**src/rtl/uart_cmd_pkg.sv**
```systemverilog
// Shared constants and types for the multi-channel UART command receiver.
// Wave codes, command bytes and the receive FSM state encoding.
package uart_cmd_pkg;

  localparam logic [2:0] WAVE_TRI = 3'b000;
  localparam logic [2:0] WAVE_SAW = 3'b001;
  localparam logic [2:0] WAVE_SQR = 3'b010;
  localparam logic [2:0] WAVE_SIN = 3'b011;

  localparam logic [7:0] CMD_T       = 8'h54;
  localparam logic [7:0] CMD_S       = 8'h53;
  localparam logic [7:0] CMD_Q       = 8'h51;
  localparam logic [7:0] CMD_W       = 8'h57;
  localparam logic [7:0] CMD_N       = 8'h4E;
  localparam logic [7:0] CMD_F       = 8'h46;
  localparam logic [7:0] CMD_CH_BASE = 8'h80;
  localparam logic [7:0] CMD_BCAST   = 8'hFF;

  typedef enum logic [2:0] {
    IDLE,
    START,
    DATA,
    STOP,
    BREAK
  } rx_state_e;

endpackage

```
**src/rtl/uart_rx_core.sv**
```systemverilog
// Oversampled 8N1 receiver: synchroniser, tick generator, 3-sample majority
// vote and framing FSM with false-start rejection and break recovery.
module uart_rx_core
  import uart_cmd_pkg::*;
#(
  parameter int CLK_HZ     = 25_000_000,
  parameter int BAUD       = 9600,
  parameter int OVERSAMPLE = 16
) (
  input  logic       clk,
  input  logic       rst_n,
  input  logic       rx,
  output logic       byte_valid,
  output logic [7:0] rx_byte,
  output logic       frame_err
);

  localparam int DIV   = (CLK_HZ + (BAUD * OVERSAMPLE) / 2) / (BAUD * OVERSAMPLE);
  localparam int DIV_W = (DIV > 1) ? $clog2(DIV) : 1;
  localparam int CNT_W = $clog2(OVERSAMPLE);

  localparam logic [DIV_W-1:0] DIV_LAST = DIV_W'(DIV - 1);
  localparam logic [CNT_W-1:0] S_LO     = CNT_W'(OVERSAMPLE / 2 - 1);
  localparam logic [CNT_W-1:0] S_MID    = CNT_W'(OVERSAMPLE / 2);
  localparam logic [CNT_W-1:0] S_HI     = CNT_W'(OVERSAMPLE / 2 + 1);
  localparam logic [CNT_W-1:0] S_LAST   = CNT_W'(OVERSAMPLE - 1);

  rx_state_e        state, state_nxt;
  logic             rx_meta, rx_sync, rx_prev;
  logic [DIV_W-1:0] div_cnt;
  logic [CNT_W-1:0] samp_cnt;
  logic             tick;
  logic             samp_a, samp_b;
  logic             vote_bit, vote_stb;
  logic [2:0]       bit_cnt;
  logic [7:0]       shreg;
  logic             fall_edge, phase_rst, enter_break, cnt_clr;
  logic             do_shift, do_load, do_ferr;

  always_ff @(posedge clk or negedge rst_n) begin
    if (!rst_n) begin
      rx_meta <= 1'b1;
      rx_sync <= 1'b1;
      rx_prev <= 1'b1;
    end else begin
      rx_meta <= rx;
      rx_sync <= rx_meta;
      rx_prev <= rx_sync;
    end
  end

  assign fall_edge   = rx_prev & ~rx_sync;
  assign phase_rst   = (state == IDLE) && fall_edge;
  assign tick        = (div_cnt == DIV_LAST);
  assign enter_break = (state == STOP) && vote_stb && !vote_bit;
  // The break-recovery run of high ticks restarts on entry and on any low sample.
  assign cnt_clr     = phase_rst || enter_break || ((state == BREAK) && !rx_sync);

  always_ff @(posedge clk or negedge rst_n) begin
    if (!rst_n) begin
      div_cnt <= '0;
    end else if (phase_rst || tick) begin
      div_cnt <= '0;
    end else begin
      div_cnt <= div_cnt + 1'b1;
    end
  end

  always_ff @(posedge clk or negedge rst_n) begin
    if (!rst_n) begin
      samp_cnt <= '0;
      samp_a   <= 1'b1;
      samp_b   <= 1'b1;
      vote_bit <= 1'b1;
      vote_stb <= 1'b0;
    end else begin
      vote_stb <= 1'b0;
      if (cnt_clr) begin
        samp_cnt <= '0;
      end else if (tick) begin
        samp_cnt <= (samp_cnt == S_LAST) ? '0 : samp_cnt + 1'b1;
        if (samp_cnt == S_LO)  samp_a <= rx_sync;
        if (samp_cnt == S_MID) samp_b <= rx_sync;
        if (samp_cnt == S_HI && (state == START || state == DATA || state == STOP)) begin
          vote_bit <= (samp_a & samp_b) | (samp_a & rx_sync) | (samp_b & rx_sync);
          vote_stb <= 1'b1;
        end
      end
    end
  end

  always_ff @(posedge clk or negedge rst_n) begin
    if (!rst_n) state <= IDLE;
    else        state <= state_nxt;
  end

  always_comb begin
    state_nxt = state;
    do_shift  = 1'b0;
    do_load   = 1'b0;
    do_ferr   = 1'b0;
    case (state)
      IDLE:  if (fall_edge) state_nxt = START;
      START: if (vote_stb) state_nxt = vote_bit ? IDLE : DATA;
      DATA: begin
        if (vote_stb) begin
          do_shift = 1'b1;
          if (bit_cnt == 3'd7) state_nxt = STOP;
        end
      end
      STOP: begin
        if (vote_stb) begin
          if (vote_bit) begin
            do_load   = 1'b1;
            state_nxt = IDLE;
          end else begin
            do_ferr   = 1'b1;
            state_nxt = BREAK;
          end
        end
      end
      BREAK: if (tick && samp_cnt == S_LAST && rx_sync) state_nxt = IDLE;
      default: state_nxt = IDLE;
    endcase
  end

  always_ff @(posedge clk or negedge rst_n) begin
    if (!rst_n) begin
      shreg      <= '0;
      bit_cnt    <= '0;
      rx_byte    <= '0;
      byte_valid <= 1'b0;
      frame_err  <= 1'b0;
    end else begin
      byte_valid <= do_load;
      frame_err  <= do_ferr;
      if (state == START)  bit_cnt <= '0;
      else if (do_shift)   bit_cnt <= bit_cnt + 1'b1;
      if (do_shift)        shreg   <= {vote_bit, shreg[7:1]};
      if (do_load)         rx_byte <= shreg;
    end
  end

endmodule

```
**src/rtl/uart_cmd_rx.sv**
```systemverilog
// UART command receiver top: decodes received bytes into per-channel wave,
// frequency and noise registers with single-channel or broadcast targeting.
module uart_cmd_rx
  import uart_cmd_pkg::*;
#(
  parameter int CLK_HZ     = 25_000_000,
  parameter int BAUD       = 9600,
  parameter int OVERSAMPLE = 16,
  parameter int NUM_CH     = 2,
  parameter int FREQ_W     = 6
) (
  input  logic                     clk,
  input  logic                     rst_n,
  input  logic                     rx,
  output logic [NUM_CH*FREQ_W-1:0] freq_select,
  output logic [NUM_CH*3-1:0]      wave_select,
  output logic [NUM_CH-1:0]        white_noise_en,
  output logic [3:0]               active_ch,
  output logic                     broadcast,
  output logic                     byte_valid,
  output logic [7:0]               rx_byte,
  output logic                     frame_err
);

  logic       wave_hit, noise_hit, noise_val, freq_hit, sel_hit, bcast_hit;
  logic [2:0] wave_code;

  uart_rx_core #(
    .CLK_HZ    (CLK_HZ),
    .BAUD      (BAUD),
    .OVERSAMPLE(OVERSAMPLE)
  ) u_core (
    .clk       (clk),
    .rst_n     (rst_n),
    .rx        (rx),
    .byte_valid(byte_valid),
    .rx_byte   (rx_byte),
    .frame_err (frame_err)
  );

  always_comb begin
    wave_hit  = 1'b0;
    wave_code = WAVE_TRI;
    noise_hit = 1'b0;
    noise_val = 1'b0;
    freq_hit  = 1'b0;
    sel_hit   = 1'b0;
    bcast_hit = 1'b0;
    if (byte_valid) begin
      case (rx_byte)
        CMD_T:     begin wave_hit = 1'b1; wave_code = WAVE_TRI; end
        CMD_S:     begin wave_hit = 1'b1; wave_code = WAVE_SAW; end
        CMD_Q:     begin wave_hit = 1'b1; wave_code = WAVE_SQR; end
        CMD_W:     begin wave_hit = 1'b1; wave_code = WAVE_SIN; end
        CMD_N:     begin noise_hit = 1'b1; noise_val = 1'b1; end
        CMD_F:     begin noise_hit = 1'b1; noise_val = 1'b0; end
        CMD_BCAST: bcast_hit = 1'b1;
        default: begin
          // Channel selects beyond the populated channels are dropped outright.
          if (rx_byte[7:4] == CMD_CH_BASE[7:4])
            sel_hit = ({1'b0, rx_byte[3:0]} < 5'(NUM_CH));
          else if (!rx_byte[7])
            freq_hit = 1'b1;
        end
      endcase
    end
  end

  always_ff @(posedge clk or negedge rst_n) begin
    if (!rst_n) begin
      freq_select    <= '0;
      wave_select    <= '0;
      white_noise_en <= '0;
      active_ch      <= '0;
      broadcast      <= 1'b0;
    end else begin
      if (sel_hit) begin
        active_ch <= rx_byte[3:0];
        broadcast <= 1'b0;
      end
      if (bcast_hit) broadcast <= 1'b1;
      for (int n = 0; n < NUM_CH; n++) begin
        if (broadcast || active_ch == 4'(n)) begin
          if (wave_hit)  wave_select[n*3 +: 3]           <= wave_code;
          if (noise_hit) white_noise_en[n]               <= noise_val;
          if (freq_hit)  freq_select[n*FREQ_W +: FREQ_W] <= rx_byte[FREQ_W-1:0];
        end
      end
    end
  end

endmodule
```
**config.mk**
```make
export PLATFORM = sky130hd
export DESIGN_NAME = uart_cmd_rx
export DESIGN_NICKNAME = d
export VERILOG_FILES = /design/src/rtl/uart_cmd_pkg.sv /design/src/rtl/uart_rx_core.sv /design/src/rtl/uart_cmd_rx.sv
export SDC_FILE = /design/constraint.sdc
export NUM_CORES = 1
export LEC_CHECK = 0
export CORE_ASPECT_RATIO = 0.7
export CORE_MARGIN = 3
export CORE_UTILIZATION = 35
export DETAILED_ROUTE_END_ITERATION = 10
export PLACE_DENSITY = 0.62
export SLEW_MARGIN = 30
export SYNTH_ARGS = -nofsm -noshare
export SYNTH_HDL_FRONTEND = slang
export SYNTH_SLANG_ARGS = --single-unit
```
**constraint.sdc**
```tcl
create_clock -name clk -period 4.1 [get_ports clk]
set_input_delay 0.82 -clock clk [delete_from_list [all_inputs] [get_ports clk]]
set_output_delay 0.82 -clock clk [all_outputs]
set_load 0.03 [all_outputs]
```
==> results.toml, run 1 <==
[die]
io_pins = 38
start_util_pct = 36.29
fp.dieH_um = 84.60
dieArea_um2 = 10010
fp.dieW_um = 118.3
coreArea_um2 = 8513
rows = 28

[grt]
grt_busiest_layer = "met1"
use_met3_pct = 5.859
antenna_found_initial = 0
grt_pass1_wl_um = 11330
grt_use_met1_pct = 21.58
grt_max_degree = 24
grt_overflow = 0
grt_pass1_vias = 2136
use_met2_pct = 18.66
grt.total_usage_pct = 14.48

[sta]
whs_ns = 0.3602
slew_violations = 0
slew_headroom_pct = 62.43
fin_crit_sh_pct = 60.59
setup_ws_ns = 1.616
fin_skew_ns = 0.007674
rsz0062_at_grt = "false"
tightest_slew_ns = 0.5597
hold_viol_final = 0
tns_ns = 0
setup_viol = 0
final.min_clock_period_ns = 2.484
timing.fmax_ghz = 0.4026

[job]
max_cap_violations = 0

[power_and_ir_drop]
power.total_mw = 1.582
leakage_nw = 1.695
powerDensity_nw_per_um2 = 408.6
ir_drop_mv = 0.3300
seqPwrFrac_pct = 46.5
clockPowerShare_pct = 46.4
combPwrFrac_pct = 7.1
netSwitchingPower_mw = 0.3957
p_int_mw = 1.187
switching_share_pct = 25.01

[critical_path]
cp.arrival_ns = 1.66
required_ns = 3.28
cpMaxStageDelayCell = "clkdlybuf4s50_1"
rr_startpoint = "u_core.rx_byte[7]"
rr_endpoint = "wave_select[0]"
cp.depth = 1
cp-startpoint = "u_core.rx_byte[3]"
rr_worst_depth = 4
reg2reg_slack_ns = 2.16
crit_type = "register to output port"
cpPeakStageDelay_ns = 0.75
crit_fanout = 11
crit_family = "buffers and inverters"
path_cells = "clkdlybuf4s50_1"
end_kind = "output port"
cp-start-kind = "register"
crit_path_end = "rx_byte[3]"
cp_num_buf_inv = 1

[placement]
pre_cts_slack_ns = 1.968
dpl.hpwl_um = 4687
place_congestion = 0.8641
io_buffers = 35

[finish]
fin_nets = 310
drive_above_1_share_pct = 20.33
layout_common_cells = "dfrtp_1, clkdlybuf4s50_1, mux2_2"
fillers = 776
layout_commonest_cell = "dfrtp_1"
area_growth_syn_to_layout_pct = 25.35
antenna_cells = 0

[drt]
drt_iter0_drc = 143
drt_wl_total_um = 6600
drc = 0
avgViaCountPerCell = 5.129
dr.pass1.iters = 4
wl_per_cell_um = 15.53
via_count = 2180
ant_nets = 0

[clock_network]
cts.sinks = 66
cts_root_buf = "clkbuf_16"
clk_pin_slew_ns = 0.06
clk-insertion-delay-late_ns = 0.33
cts_tree = "yes"
holdBufCountCts = 0
clock_path_buffers = 2
ctsResizeCount = 0
cts_buffers = 9
h-tree-depth = 3
cts_setup_buffers = 0

[yosys]
synth_ff_type = "dfrtp_1"
ys_seq_area_share_pct = 53.71
synth.distinct_cells = 55
ys_top_cells_by_area = "dfrtp_1, mux2_2, dfstp_2, ha_1, nor2_1"
synth_area_um2 = 3089
synth-seq-cells = 66
syn_inst = 259
synth-async-reset-ratio_pct = 100.0
yosysTopAreaCell = "dfrtp_1"
yosysTopAreaCellShare_pct = 48.60
yosysWarnings = 0
synth_edf_count = 0
avgSynthCellArea_um2 = 11.93

[worst_hold_path]
holdCritPathClass = "register to register"
min_path_cells = 0

[outcome]
status = "finished clean"
## cell families (layout without fill, tap and decap cells)
logic type	after synthesis	count (layout)	synth area share, %
and+or+nand+nor	85	85	16.48
DFF	66	66	53.71
AOI/OAI and AO/OA	48	48	11.75
muxes	28	28	10.21
buffers and inverters	15	60	2.308
adders and majority gates	8	8	3.159
xor gates and xnor gates	8	8	2.268
other	1	2	0.1214
## power groups by stage
stage / clock network [mW] / registers (mW) / logic [mW]
6_report: 0.734 / 0.736 / 0.112
5_1_grt: 0.781 / 0.741 / 0.129
4_1_cts: 0.757 / 0.735 / 0.114
3_5_place_dp: 0 / 0.746 / 0.113
3_3_place_gp: 0 / 0.744 / 0.109
2_1_floorplan: 0 / 0.735 / 0.0849
## how the worst min path moves through the flow
stage,start,endpoint,slack (ns)
floorplan,u_core.rx_meta,u_core.rx_sync,0.35
global placement,u_core.rx_meta,u_core.rx_sync,0.35
detailed placement,u_core.rx_meta,u_core.rx_sync,0.35
CTS,u_core.rx_meta,u_core.rx_sync,0.36
global route,u_core.rx_meta,u_core.rx_sync,0.37
finish,u_core.rx_meta,u_core.rx_sync,0.36
## cell type report
type	instances	area (um2)	share of cell area (%)
sequential	66	1659	42.84
multi-input combinational	179	1363	35.19
timing repair buffer	38	387.9	10.02
clock buffer	11	252.7	6.527
tap	120	150.1	3.877
clock inverter	5	37.54	0.9693
inverter	6	22.52	0.5816
## layer usage
layer,vias up,share of wire [%]
li1,1035,-
met1,1086,51
met2,53,41
met3,6,6.9
met4,0,1.2
met5,-,0
## sequential cells by signal (all words and copies together), names as in the netlist, 2 cells and up
signal	flops
u_core.div_cnt	8
u_core.bit_cnt	3
wave_select	4
white_noise_en	2
u_core.state	3
u_core.shreg	8
u_core.rx_byte	8
u_core.samp_cnt	4
freq_select	12
active_ch	4
## metrics by stage
stage               instance area (um2)  util (%)  std cells
CTS                                3872     45.49        425
floorplan                          3093         -        260
detailed placement                 3582     42.08        409
global route                       3872     45.49        425
global placement                   3555     41.75        408
finish                             3872     45.49        425
## cell usage after synthesis (2+ instances only)
master / instances
a32o_1: 2
a22o_1: 6
and2_1: 4
o21ai_0: 10
nand4_1: 4
nand3_1: 11
ha_1: 7
a21oi_1: 8
o21a_1: 2
and3_1: 4
dfstp_2: 6
inv_1: 6
xor2_1: 6
nor4_1: 2
o221ai_1: 2
mux2_2: 25
xnor2_1: 2
buf_2: 6
nand2b_1: 2
o211ai_2: 2
a31oi_1: 2
buf_4: 2
nand2_1: 14
nor3_1: 8
nor2_1: 16
nor2b_1: 4
mux2_1: 3
dfrtp_1: 60
o31ai_1: 2
o211ai_1: 5
or3_1: 2
Power figures use the tool's default switching activity.
==> run 2, diff against run 1 <==
==> constraint.sdc (replaced) <==
create_clock -name clk -period 2.29 [get_ports clk]
set_input_delay 0.458 -clock clk [delete_from_list [all_inputs] [get_ports clk]]
set_output_delay 0.458 -clock clk [all_outputs]
set_load 0.03 [all_outputs]
==> run 2 against run 1 <==
Compared with the run above:
- die area unchanged
- critical path type unchanged
- flip-flop and latch count unchanged
- largest cell class unchanged
- non-clock buffer count shrank 2
- sequential share of layout area grew 0.25 points
- critical endpoint unchanged
- total power is 80% higher
==> results.toml, run 2 (synthesized netlist as in run 1, its figures left out) <==
[sta]
fin_crit_sh_pct = 93.26
setup_ws_ns = 0.1544
slew_headroom_pct = 58.52
final.min_clock_period_ns = 2.136
slew_violations = 0
setup_viol = 0
timing.fmax_ghz = 0.4682
fin_skew_ns = 0.007146
tightest_slew_ns = 0.6180
hold_viol_final = 0
tns_ns = 0
rsz0062_at_grt = "false"

[grt]
grt_pass1_wl_um = 10810
grt.total_usage_pct = 13.42
antenna_found_initial = 0
grt_overflow = 0
grt_pass1_vias = 2098
grt_max_degree = 67

[finish]
layout_commonest_cell = "dfrtp_1"
fin_nets = 308
antenna_cells = 0
layout_common_cells = "dfrtp_1, clkdlybuf4s50_1, mux2_2"
top_register = "freq_select"
largest_reg_flops = 12
utilization_pct = 45.22
drive_above_1_share_pct = 18.81
area_growth_syn_to_layout_pct = 24.63

[critical_path]
crit_type = "register to output port"
cpPeakStageDelay_ns = 0.76
cp-start-kind = "register"
path_cells = "clkdlybuf4s50_1"
required_ns = 1.83
crit_family = "buffers and inverters"
crit_fanout = 11
cp.arrival_ns = 1.68
reg2reg_slack_ns = 0.36
cpMaxStageDelayCell = "clkdlybuf4s50_1"
cp_num_buf_inv = 1
end_kind = "output port"

[drt]
drt_wl_total_um = 6399
drt_iter0_drc = 106
wl_per_cell_um = 15.13
dr.pass1.iters = 4
ant_nets = 0
avgViaCountPerCell = 5.059
via_count = 2140
drc = 0

[clock_network]
ctsResizeCount = 0
clk-insertion-delay-late_ns = 0.32
clk_pin_slew_ns = 0.05
h-tree-depth = 3
clock_path_buffers = 2
holdBufCountCts = 0
cts_tree = "yes"
cts_root_buf = "clkbuf_16"
cts.sinks = 66
cts_buffers = 9
cts_setup_buffers = 0

[placement]
pre_cts_slack_ns = 0.3663
place_congestion = 0.8562
dpl.hpwl_um = 4418
io_buffers = 35

[power_and_ir_drop]
clockPowerShare_pct = 46.8
seqPwrFrac_pct = 46.3
leakage_nw = 1.687
p_int_mw = 2.196
netSwitchingPower_mw = 0.6480
powerDensity_nw_per_um2 = 738.8
switching_share_pct = 22.78
combPwrFrac_pct = 6.9
ir_drop_mv = 0.4944

[die]
dieArea_um2 = 10010
fp.dieH_um = 84.60
rows = 28
fp.dieW_um = 118.3
start_util_pct = 36.29
io_pins = 38
coreArea_um2 = 8513

[job]
max_cap_violations = 0

[worst_hold_path]
holdCritPathClass = "input pin to async pin"

[outcome]
status = "finished clean"
==> run 2: power groups by stage <==
stage	registers, mW	logic, mW	clock network [mW]
2_1_floorplan	1.32	0.152	0
3_5_place_dp	1.33	0.203	0
5_1_grt	1.33	0.224	1.41
4_1_cts	1.32	0.202	1.37
6_report	1.32	0.197	1.33
3_3_place_gp	1.33	0.196	0
==> run 2: worst paths after layout <==
kind | start | to | cells past startpoint
worst min-delay path | rst_n | freq_select[11] | 2
max in group asynchronous | rst_n | u_core.rx_sync | 2
worst min register to register | u_core.rx_meta | u_core.rx_sync | 0
worst max-delay path | u_core.rx_byte[3] | rx_byte[3] | 1
worst max register to register | u_core.div_cnt[0] | u_core.samp_a | 6
min in group clk | u_core.rx_meta | u_core.rx_sync | 0
==> run 2: worst register-to-register path, delay by kind of cell (launching register included) <==
kind | cells | cell delay, ns
adders and majority gates | 1 | 0.13
DFF | 1 | 0.43
and+or+nand+nor | 3 | 0.86
buffers and inverters | 1 | 0.08
muxes | 1 | 0.35
==> run 2: cell type report <==
cell class                 count  area, um2
clock buffer                  13      250.2
fill                         784       4663
inverter                       6      22.52
tap                          120      150.1
clock inverter                 3      40.04
sequential                    66       1659
multi-input combinational    179       1363
timing repair buffer          36      365.4
==> run 2: routing by layer <==
| metal | GRT usage, % | up-vias | part of all wire (%) |
|---|---|---|---|
| met3 | 3.771 | 7 | 4.5 |
| met2 | 18.04 | 47 | 42 |
| met4 | 4.574 | 0 | 1.1 |
| li1 | - | 1026 | - |
| met1 | 20.51 | 1060 | 53 |
| met5 | 0 | - | 0 |
==> run 2: per-stage QoR <==
stage	hold WS (ns)	power (mW)	cell area [um2]	instances
after floorplan	0.1624	1.468	3093	260
after global placement	0.3468	1.530	3560	407
after detailed placement	0.3498	1.536	3560	407
after CTS	0.1600	2.887	3850	423
after global routing	0.1776	2.961	3850	423
final	0.1468	2.844	3850	423
==> run 3, diff against run 2 <==
==> constraint.sdc (replaced) <==
create_clock -name clk -period 2.29 [get_ports clk]
set_input_delay 0.3435 -clock clk [delete_from_list [all_inputs] [get_ports clk]]
set_output_delay 0.3435 -clock clk [all_outputs]
set_load 0.03 [all_outputs]
==> run 3 against run 2 <==
Compared with the run above:
- cell count is 0.24% higher
- wire length up 0.33%
- critical path depth unchanged
- global-route usage rose by 0.21 points
- flip-flop and latch count unchanged
- clock power increased by 9%
- setup slack gained 0.098 ns
- via count up 3.0%
- maximum frequency up 4.8%
- largest power group unchanged
==> results.toml, run 3 (synthesized netlist as in run 1, its figures left out) <==
[power_and_ir_drop]
p_int_mw = 2.281
netSwitchingPower_mw = 0.6813
clockPowerShare_pct = 48.9
switching_share_pct = 23.00
powerDensity_nw_per_um2 = 761.6
leakage_nw = 1.693
power.total_mw = 2.963
combPwrFrac_pct = 6.7
seqPwrFrac_pct = 44.4
ir_drop_mv = 0.5712

[sta]
tightest_slew_ns = 0.6146
fin_crit_sh_pct = 88.97
fin_skew_ns = 0.006663
tns_ns = 0
slew_headroom_pct = 58.75
final.min_clock_period_ns = 2.037
hold_viol_final = 0
setup_viol = 0
setup_ws_ns = 0.2527
slew_violations = 0
timing.fmax_ghz = 0.4908
rsz0062_at_grt = "false"

[placement]
dp_cells = 407
dpl.hpwl_um = 4464
place_congestion = 0.8604
pre_cts_slack_ns = 0.4199
io_buffers = 35

[finish]
fin_nets = 309
layout.cells.non_filler = 424
antenna_cells = 0
drive_above_1_share_pct = 19.41
top_register = "freq_select"
area_growth_syn_to_layout_pct = 25.92
fillers = 776
layout_common_cells = "dfrtp_1, clkdlybuf4s50_1, mux2_2"
largest_reg_flops = 12
layout_commonest_cell = "dfrtp_1"
utilization_pct = 45.69

[drt]
avgViaCountPerCell = 5.198
drt_wl_total_um = 6420
drt_iter0_drc = 107
dr.pass1.iters = 5
wl_per_cell_um = 15.14
ant_nets = 0
via_count = 2204
drc = 0

[critical_path]
cp.arrival_ns = 1.69
cp-start-kind = "register"
required_ns = 1.95
crit_type = "register to output port"
crit_fanout = 13
end_kind = "output port"
cpPeakStageDelay_ns = 0.77
crit_family = "buffers and inverters"
path_cells = "clkdlybuf4s50_1"
cp_num_buf_inv = 1
cpMaxStageDelayCell = "clkdlybuf4s50_1"

[grt]
grt.total_usage_pct = 13.63
antenna_found_initial = 0
grt_pass1_wl_um = 10950
grt_pass1_vias = 2070
grt_overflow = 0
grt_max_degree = 51

[job]
max_cap_violations = 0

[die]
rows = 28
start_util_pct = 36.29
fp.dieH_um = 84.60
io_pins = 38
dieArea_um2 = 10010
fp.dieW_um = 118.3
coreArea_um2 = 8513

[clock_network]
cts_setup_buffers = 0
cts.sinks = 66
clk-insertion-delay-late_ns = 0.32
cts_tree = "yes"
h-tree-depth = 3
cts_buffers = 9
clk_pin_slew_ns = 0.05
clock_path_buffers = 2
cts_root_buf = "clkbuf_16"

[worst_hold_path]
holdCritPathClass = "register to register"

[outcome]
status = "finished clean"
[run 3: through the flow]
stage / hold slack, ns / area [um2]
3_5_place_dp: 0.2981 / 3560
2_1_floorplan: 0.04791 / 3093
6_report: 0.3546 / 3890
3_3_place_gp: 0.2941 / 3560
4_1_cts: 0.3551 / 3890
5_1_grt: 0.3649 / 3890
[run 3: layout make-up]
class / count / area (um2) / share of cell area (%)
clock buffers: 10 / 229.0 / 5.886
clock inverters: 6 / 91.34 / 2.348
inverters: 6 / 22.52 / 0.5790
multi-input cells: 179 / 1363 / 35.03
flip-flops and latches: 66 / 1659 / 42.65
well taps: 120 / 150.1 / 3.860
repair buffers: 37 / 375.4 / 9.649
[run 3: power by group through the flow]
stage / logic (mW) / registers [mW] / clock network (mW)
after floorplan: 0.152 / 1.32 / 0
after global placement: 0.196 / 1.33 / 0
after detailed placement: 0.199 / 1.33 / 0
after CTS: 0.201 / 1.31 / 1.49
after global routing: 0.229 / 1.32 / 1.54
final: 0.200 / 1.32 / 1.45
[run 3: worst paths after layout]
| path | from | end | slack [ns] | depth (start not counted) |
|---|---|---|---|---|
| worst max-delay path | u_core.rx_byte[2] | rx_byte[2] | 0.25 | 1 |
| max in group asynchronous | rst_n | u_core.rx_meta | 1.14 | 3 |
| worst min register to register | u_core.rx_meta | u_core.rx_sync | 0.35 | 0 |
| worst min-delay path | u_core.rx_meta | u_core.rx_sync | 0.35 | 0 |
| worst max register to register | u_core.rx_byte[2] | freq_select[7] | 0.38 | 4 |
| min in group asynchronous | rst_n | freq_select[8] | 0.49 | 2 |
[run 3: metal layers]
layer / vias to the layer above / GRT usage [%] / part of all wire, %
met4: 0 / 3.617 / 0.95
met5: - / 0 / 0
met2: 68 / 18.66 / 42
li1: 1040 / - / -
met3: 9 / 4.579 / 5.4
met1: 1087 / 20.46 / 52
[run 3: what timing repair did]
item	CTS	global route
gates resized for setup	0	0
hold endpoints to repair	16	0
hold buffers	1	0
